**config.mk**
```make
export PLATFORM = sky130hd
export DESIGN_NAME = mac_accumulator
export DESIGN_NICKNAME = d
export VERILOG_FILES = /design/src/rtl/mac_accumulator.sv
export SDC_FILE = /design/constraint.sdc
export NUM_CORES = 1
export LEC_CHECK = 0
export ABC_AREA = 1
export BUFFER_PORTS_ARGS = -buffer_cell sky130_fd_sc_hd__buf_2
export CORE_MARGIN = 4
export CORE_UTILIZATION = 55
export CTS_CLUSTER_DIAMETER = 120
export CTS_CLUSTER_SIZE = 12
export DETAILED_ROUTE_END_ITERATION = 8
export PLACE_DENSITY = 0.74
export SLEW_MARGIN = 15
export SYNTH_ARGS = -nofsm -noshare
export SYNTH_HDL_FRONTEND = slang
export SYNTH_SLANG_ARGS = --single-unit
```
**constraint.sdc**
```tcl
create_clock -name clk -period 1.9 [get_ports clk]
set_input_delay 0 -clock clk [delete_from_list [all_inputs] [get_ports clk]]
set_output_delay 0 -clock clk [all_outputs]
set_load 0.005 [all_outputs]
```
**src/rtl/mac_accumulator.sv**
```systemverilog
// -----------------------------------------------------------------------------
// mac_accumulator
//
// Sums a programmed number of signed 16-bit products from the upstream 8x8
// multiplier into a wider signed accumulator. When the final product has been
// added, done pulses for one cycle while acc_out holds the total.
//
// Sequence:
//   IDLE/DONE + start : clear the sum and the overflow flag, load the count.
//                       A count of 0 goes straight to DONE with a zero sum.
//   ACCUM             : add each product qualified by prod_valid. Gaps of any
//                       length are allowed. start is ignored.
//   DONE              : a single cycle. done is high and busy is low. A new
//                       start may be accepted in this cycle.
//
// Optional build macro:
//   MAC_ACCUMULATOR_SAT_EN - on signed overflow, acc_out clamps to the most
//                            positive or most negative value, matching the
//                            sign of the addends. Later products add to the
//                            clamped value and still saturate. When the macro
//                            is undefined, the sum wraps in two's complement.
//                            overflow is flagged in both builds.
//
// Parameters:
//   ACC_W      - accumulator/result width (>= 16); products are sign-extended
//   CNT_W      - width of the product-count field (max 2^CNT_W - 1 products)
//
// Ports:
//   clk        - rising-edge clock
//   reset      - synchronous, active-high reset; aborts any sequence, no done
//   start      - begin a new accumulation (honoured only in IDLE or DONE)
//   count      - number of products to accumulate, sampled with start
//   prod       - signed product from the multiplier
//   prod_valid - prod is valid this cycle (counted only in ACCUM)
//   acc_out    - signed running/final sum, registered
//   busy       - high while accumulating
//   done       - one-cycle pulse; acc_out is final while done is high
//   overflow   - sticky signed-overflow flag for the current sequence
// -----------------------------------------------------------------------------
module mac_accumulator #(
    parameter int ACC_W = 24,
    parameter int CNT_W = 4
) (
    input  logic             clk,
    input  logic             reset,
    input  logic             start,
    input  logic [CNT_W-1:0] count,
    input  logic [15:0]      prod,
    input  logic             prod_valid,
    output logic [ACC_W-1:0] acc_out,
    output logic             busy,
    output logic             done,
    output logic             overflow
);

    typedef enum logic [1:0] {
        IDLE  = 2'd0,
        ACCUM = 2'd1,
        DONE  = 2'd2
    } state_t;

    state_t           state;
    state_t           state_d;
    logic [CNT_W-1:0] remaining;
    logic [CNT_W-1:0] remaining_d;
    logic [ACC_W-1:0] acc_d;
    logic             overflow_d;

    // Datapath: sign-extend the product, add it, and detect signed overflow.
    // Overflow occurs when both addends have the same sign and the sum's sign
    // differs from them.
    logic [ACC_W-1:0] prod_ext;
    logic [ACC_W-1:0] sum;
    logic             add_ovf;
    logic [ACC_W-1:0] acc_next;

    assign prod_ext = ACC_W'($signed(prod));
    assign sum      = acc_out + prod_ext;
    assign add_ovf  = (acc_out[ACC_W-1] == prod_ext[ACC_W-1]) &&
                      (sum[ACC_W-1]     != acc_out[ACC_W-1]);

`ifdef MAC_ACCUMULATOR_SAT_EN
    localparam logic [ACC_W-1:0] ACC_MAX = {1'b0, {(ACC_W-1){1'b1}}};
    localparam logic [ACC_W-1:0] ACC_MIN = {1'b1, {(ACC_W-1){1'b0}}};

    // On overflow both addends share a sign, so the accumulator's sign picks
    // which rail to clamp to.
    assign acc_next = add_ovf ? (acc_out[ACC_W-1] ? ACC_MIN : ACC_MAX) : sum;
`else
    assign acc_next = sum;
`endif

    // Next-state and next-value logic.
    // NOTE: every signal is given a default first, so no path through the
    // case statement leaves a signal unassigned. An unassigned path would infer a latch.
    always_comb begin
        state_d     = state;
        acc_d       = acc_out;
        overflow_d  = overflow;
        remaining_d = remaining;

        unique case (state)
            IDLE, DONE: begin
                if (start) begin
                    acc_d      = '0;
                    overflow_d = 1'b0;
                    if (count != '0) begin
                        remaining_d = count;
                        state_d     = ACCUM;
                    end else begin
                        remaining_d = '0;
                        state_d     = DONE;
                    end
                end else if (state == DONE) begin
                    state_d = IDLE;
                end
            end

            ACCUM: begin
                if (prod_valid) begin
                    acc_d       = acc_next;
                    overflow_d  = overflow | add_ovf;
                    remaining_d = remaining - CNT_W'(1);
                    if (remaining == CNT_W'(1)) begin
                        state_d = DONE;
                    end
                end
            end

            default: begin
                state_d = IDLE;
            end
        endcase
    end

    // NOTE: sequential state uses non-blocking assignments only, so every
    // register samples values from before the clock edge.
    always_ff @(posedge clk) begin
        if (reset) begin
            state     <= IDLE;
            acc_out   <= '0;
            overflow  <= 1'b0;
            remaining <= '0;
        end else begin
            state     <= state_d;
            acc_out   <= acc_d;
            overflow  <= overflow_d;
            remaining <= remaining_d;
        end
    end

    // Status is decoded directly from the state register. There is no
    // combinational path from the inputs to these outputs.
    assign busy = (state == ACCUM);
    assign done = (state == DONE);

endmodule
```
==> impl_metrics.csv, run 1 <==
group,metric,value,unit
worst_setup_path,crit_top_cell,"nand2_2",
logic_synthesis,async_reset_ff_frac,0,
clock_tree,clk_latency,0.29,ns
clock_tree,post_cts_buffers,0,
clock_tree,clockRootBuffer,"clkbuf_8",
floorplan,fp.dieW,82.1,µm
logic_synthesis,netlist_instances,517,
timing,maxSlewViolCount,0,
clock_tree,cts_tree,"built",
floorplan,die_y,82.1,µm
floorplan,core,5200,µm²
timing,final.setup.tns,0,ns
timing,fmax,559,MHz
logic_synthesis,yosysMostFrequentCell,"nand2_1",
clock_tree,htree_num_levels,2,
global_route,grt_pass1_vias,3103,
logic_synthesis,post-synth-top-area-fraction,0.234,
finish,final_area,3540,µm²
run_status,status,"completed",
floorplan,io_pins,51,
logic_synthesis,yosysTopAreaCell,"nand2_1",
logic_synthesis,seq_area_frac_synth,0.206,
worst_setup_path,critPathCaptureType,"flop",
clock_tree,clock-sinks,31,
floorplan,initial_core_util,0.580,
global_route,grt-ovfl-total,0,
logic_synthesis,synth_fp_nets,567,
clock_tree,cts_buffers,5,
logic_synthesis,synthTopCellsByArea,"nand2_1, dfxtp_1, inv_1",
timing,rsz0062_at_grt,"yes",
timing,finClkSkew,0.00616,ns
drt,drt_first_pass_iters,5,
hold_path,hp-class,"in -> reg",
worst_setup_path,cp_slowest_stage_delay,0.34,ns
drt,drcViolationCount,0,
timing,hold_viol,0,
pwr,leakagePower,1.97,nW
worst_setup_path,crit_buf_inv,1,
global_route,grt_pass1_wl,13700,µm
run,cap_viol_max_count,0,
worst_setup_path,path_cells,"ha_2, fa_2, nand2_1, inv_1, nand2_2, nand2_4, nand2_2, nand2_2, or2_2, nand3_1, a21oi_1",
drt,viasPerCell,5.19,
logic_synthesis,ys_types,36,
logic_synthesis,netlist_top_cells_count,"nand2_1, inv_1, a21oi_1, dfxtp_1, nand3_1",
finish,final_layout_size_suffix_gt1_frac,0.193,
timing,period_share,0.941,
clock_tree,cts.clk_slew.worst_paths,0.08,ns
floorplan,die_area,6730,µm²
pwr,p_total,1.98,mW
worst_setup_path,crit_required,2.07,ns
finish,area_growth,17.3,%
global_route,grt_max_degree,27,
timing,worst_pin_slew,0.495,ns
logic_synthesis,syn_area_per_cell,5.83,µm²
drt,post_drt_wl_per_cell,12.9,µm
drt,drt.antenna.violating_nets,0,
finish,diodes,0,
drt,wirelength,8290,µm
global_route,grt_usage,0.262,
logic_synthesis,synth_seq_cells,31,
place,io_buffers,50,
logic_synthesis,synth_area,3020,µm²
logic_synthesis,synth_flop_cell,"dfxtp_1",
finish,fin_nets,623,
logic_synthesis,yosysWarnings,0,
worst_setup_path,cp.arrival,1.96,ns
clock_tree,clock_path_buffers,2,
global_route,grt_antenna_before_repair,0,
worst_setup_path,path_max_fanout,4,
place,dpl_cell_area,3350,µm²
worst_setup_path,cpMaxStageDelayCell,"fa_2",
place,place_congestion,0.909,
worst_setup_path,critPathLaunchType,"flop",
pwr,vdd_drop_max,0.410,mV
drt,vias,3343,
timing,relSlewSlack,0.667,
worst_setup_path,cpLargestDelayFamily,"simple AND/OR/NAND/NOR gates",
pwr,p_per_area,558,nW/µm²
timing,period_minus_slack,1.79,ns
timing,finalSetupViolCount,0,
logic_synthesis,synth_edf_count,0,
drt,drt_iter0_drc,173,
floorplan,rows,26,
finish,fillCellCount,504,
worst_setup_path,critical_path_class,"reg -> reg",
place,hpwl,6410,µm
## final timing paths
| kind | cells after the start | slack, ns | end | start |
|---|---|---|---|---|
| worst max-delay path | 11 | 0.11 | acc_out[8] | acc_out[0] |
| worst min-delay path | 3 | 0.04 | remaining[1] | count[1] |
| worst max register to register | 11 | 0.11 | acc_out[8] | acc_out[0] |
| worst min register to register | 2 | 0.45 | overflow | overflow |
## timing repair
action	CTS	global route
hold buffers	1	0
resized for setup	0	16
endpoints found under the hold margin	1	0
setup endpoints to repair	0	14
## where the power goes
group | switching, mW | leakage (nW) | total (mW) | internal [mW]
Sequential | 0.0270 | 0.253 | 0.711 | 0.684
Clock | 0.279 | 0.0612 | 0.703 | 0.425
Combinational | 0.358 | 1.66 | 0.563 | 0.205
## registers in the layout, indices dropped and copies added (netlist names)
register   cells
remaining      4
state          2
overflow       1
acc_out       24
## logic make-up after synthesis
kind of cell	share of synthesized area
buffers and inverters	0.136
adders and majority gates	0.110
xor gates and xnor gates	0.00581
DFF	0.206
AOI/OAI and AO/OA	0.126
and+or+nand+nor	0.416
## cells in the final DEF (no fill, tap or decap), drive strengths merged, types with 2 or more instances in the layout
master,netlist,layout
ha,25,25
nor2,37,37
or2,3,3
nor3,3,3
o21ai,14,14
xnor2,2,2
o211ai,2,2
inv,94,94
buf,5,56
nand3,32,32
nand4,7,7
a211oi,2,2
nand3b,5,5
nand2,197,197
a21oi,48,48
dfxtp,31,31
clkbuf,3,6
a21o,2,2
and2,2,2
## stage by stage
stage | std cells | util | setup WS, ns | hold WS, ns
2_1_floorplan | 517 | - | 0.125 | 0.160
3_3_place_gp | 635 | 0.643 | 0.0848 | 0.286
3_5_place_dp | 635 | 0.643 | 0.0281 | 0.299
4_1_cts | 644 | 0.668 | 0.0141 | 0.0357
5_1_grt | 644 | 0.680 | -0.0325 | 0.0717
6_report | 644 | 0.680 | 0.112 | 0.0387
## worst register-to-register path: cells and delay by family (launching register included)
| kind | cells | cell delay [ns] |
|---|---|---|
| buffers and inverters | 1 | 0.08 |
| adders and majority gates | 2 | 0.52 |
| AOI/OAI and AO/OA | 1 | 0.06 |
| DFF | 1 | 0.33 |
| and+or+nand+nor | 7 | 0.69 |
## metal layers
layer	part of all wire	vias to the layer above	GRT usage	wire (µm)
li1	-	1744	-	-
met1	0.46	1502	0.334	3800
met2	0.47	87	0.458	3920
met3	0.056	10	0.0406	461
met4	0.013	0	0.0631	109
met5	0	-	0	0
## final cells by class
cell class / count / area, µm² / area share
Clock buffer: 6 / 82.6 / 0.0233
Clock inverter: 2 / 35.0 / 0.00990
Inverter: 94 / 360 / 0.102
Multi-Input combinational cell: 384 / 2050 / 0.578
Sequential cell: 31 / 623 / 0.176
Tap cell: 70 / 87.6 / 0.0247
Timing Repair Buffer: 57 / 305 / 0.0862
Power figures use the tool's default switching activity.
==> inputs of run 2 (changes only) <==
==> constraint.sdc (replaced) <==
create_clock -name clk -period 1.9 [get_ports clk]
set_input_delay 0.475 -clock clk [delete_from_list [all_inputs] [get_ports clk]]
set_output_delay 0.475 -clock clk [all_outputs]
set_load 0.005 [all_outputs]
==> impl_metrics.csv, run 2 (same netlist as run 1, synthesis figures left out) <==
group,metric,value,unit
timing,fin_hold_ws,0.454,ns
floorplan,rows,26,
worst_setup_path,r2r-start,"acc_out[0]",
worst_setup_path,path_max_fanout,4,
finish,largest_reg_flops,24,
pwr,p_total,1.89,mW
worst_setup_path,critPathCaptureType,"flop",
hold_path,min_to,"overflow",
worst_setup_path,crit_required,2.06,ns
drt,drcViolationCount,0,
run,cap_viol_max_count,0,
worst_setup_path,crit_top_cell,"nand2_2",
worst_setup_path,crit_buf_inv,1,
clock_tree,clock-sinks,31,
finish,final_common_cell,"nand2_1",
finish,fin_nets,646,
drt,viasPerCell,5.12,
pwr,p_switching,0.677,mW
drt,post_drt_wl_per_cell,13.2,µm
drt,drt_iter0_drc,212,
worst_setup_path,cpLargestDelayFamily,"simple AND/OR/NAND/NOR gates",
clock_tree,clockRootBuffer,"clkbuf_8",
timing,finalSetupViolCount,0,
floorplan,fp.dieW,82.1,µm
clock_tree,cts.clk_slew.worst_paths,0.08,ns
timing,relSlewSlack,0.680,
finish,fillCellCount,508,
worst_setup_path,path_cells,"ha_2, fa_2, nand2_1, inv_1, nand2_2, nand2_4, nand2_2, nand2_2, or2_2, nand3_1, a21oi_1",
finish,final_layout_size_suffix_gt1_frac,0.221,
clock_tree,cts_tree,"built",
clock_tree,clk_latency,0.30,ns
global_route,grt_antenna_before_repair,0,
finish,final_util,0.708,
floorplan,initial_core_util,0.580,
finish,area_growth,22.2,%
hold_path,hold_depth,2,
finish,diodes,0,
timing,hold_viol,0,
clock_tree,cts_buffers,5,
worst_setup_path,cpMaxStageDelayCell,"dfxtp_1",
place,hpwl,6830,µm
finish,reg.largest.list,"acc_out: 24 flops, remaining: 4 flops, state: 2 flops",
pwr,p_int,1.22,mW
timing,finClkSkew,0.0106,ns
pwr,leakagePower,2.07,nW
pwr,p_comb_frac,0.327,
timing,period_minus_slack,1.83,ns
hold_path,min-delay-start,"overflow",
drt,wirelength,8790,µm
place,place_congestion,0.990,
global_route,grt_usage,0.273,
timing,fmax,546,MHz
drt,drt.antenna.violating_nets,0,
worst_setup_path,critical_path_class,"reg -> reg",
worst_setup_path,r2r_slack,0.07,ns
floorplan,io_pins,51,
pwr,seqPwrFrac,0.376,
clock_tree,clock_path_buffers,2,
drt,drt_first_pass_iters,6,
timing,maxSlewViolCount,0,
pwr,p_sw_frac,0.357,
timing,period_share,0.964,
global_route,grt_pass1_wl,14200,µm
floorplan,core,5200,µm²
clock_tree,htree_num_levels,2,
pwr,p_per_area,514,nW/µm²
global_route,grt_pass1_vias,3153,
worst_setup_path,cp_slowest_stage_delay,0.33,ns
timing,worst_pin_slew,0.475,ns
finish,final_cell_mix,"nand2_1, inv_1, buf_2, a21oi_1, dfxtp_1",
worst_setup_path,critPathLaunchType,"flop",
floorplan,die_area,6730,µm²
pwr,vdd_drop_max,0.445,mV
run_status,status,"completed",
worst_setup_path,cp.arrival,1.99,ns
drt,vias,3407,
worst_setup_path,ff2ff_path_depth,11,
floorplan,die_y,82.1,µm
hold_path,hp-class,"reg -> reg",
finish,largest_register,"acc_out",
global_route,grt_max_degree,27,
worst_setup_path,rr_endpoint,"acc_out[8]",
global_route,grt-ovfl-total,0,
place,io_buffers,50,
pwr,p_clk_frac,0.297,
## run 2: repair_timing
item	4_1_cts	5_1_grt
hold buffers	0	0
resized for setup	0	14
buffers inserted	0	1
endpoints found under the setup margin	0	12
## run 2: power groups by stage
stage	combinational (mW)	clock, mW	sequential [mW]
finish	0.620	0.562	0.713
CTS	0.599	0.564	0.712
floorplan	0.396	0	0.724
global route	0.694	0.600	0.718
detailed placement	0.596	0	0.726
global placement	0.585	0	0.724
## run 2: final cells by class
type	instances	area, µm²	share of cell area
Clock buffer	6	82.6	0.0224
Clock inverter	1	5.00	0.00136
Inverter	94	360	0.0978
Multi-Input combinational cell	384	2050	0.557
Sequential cell	31	621	0.168
Tap cell	70	87.6	0.0238
Timing Repair Buffer	80	475	0.129
## run 2: routing by layer
metal | vias up | wire length, µm | global-route usage
li1 | 1772 | - | -
met1 | 1516 | 3960 | 0.359
met2 | 102 | 4120 | 0.455
met3 | 17 | 523 | 0.0504
met4 | 0 | 180 | 0.0781
met5 | - | 0 | 0
## run 2: worst register-to-register path: stages, from the launching register on
cell and delay, ns:
dfxtp_1 0.33, ha_2 0.19, fa_2 0.33, nand2_1 0.07
inv_1 0.08, nand2_2 0.08, nand2_4 0.05, nand2_2 0.06
nand2_2 0.08, or2_2 0.28, nand3_1 0.08, a21oi_1 0.07
## run 2: how the worst max path moves through the flow
stage	cells past startpoint	startpoint	slack (ns)	end
floorplan	11	prod[0]	0.02	acc_out[8]
global placement	12	prod[0]	-0.15	acc_out[8]
detailed placement	12	prod[0]	-0.20	acc_out[8]
CTS	11	acc_out[0]	0.05	acc_out[8]
global route	11	prod[15]	-0.004	overflow
finish	11	acc_out[0]	0.07	acc_out[8]
## run 2: per-stage QoR
stage	TNS, ns	area [µm²]	setup slack, ns	cells
floorplan	0	3020	0.0208	517
global placement	-1.52	3530	-0.149	658
detailed placement	-2.12	3530	-0.199	658
CTS	0	3610	0.0518	665
global route	-0.00444	3690	-0.00443	666
finish	0	3690	0.0685	666
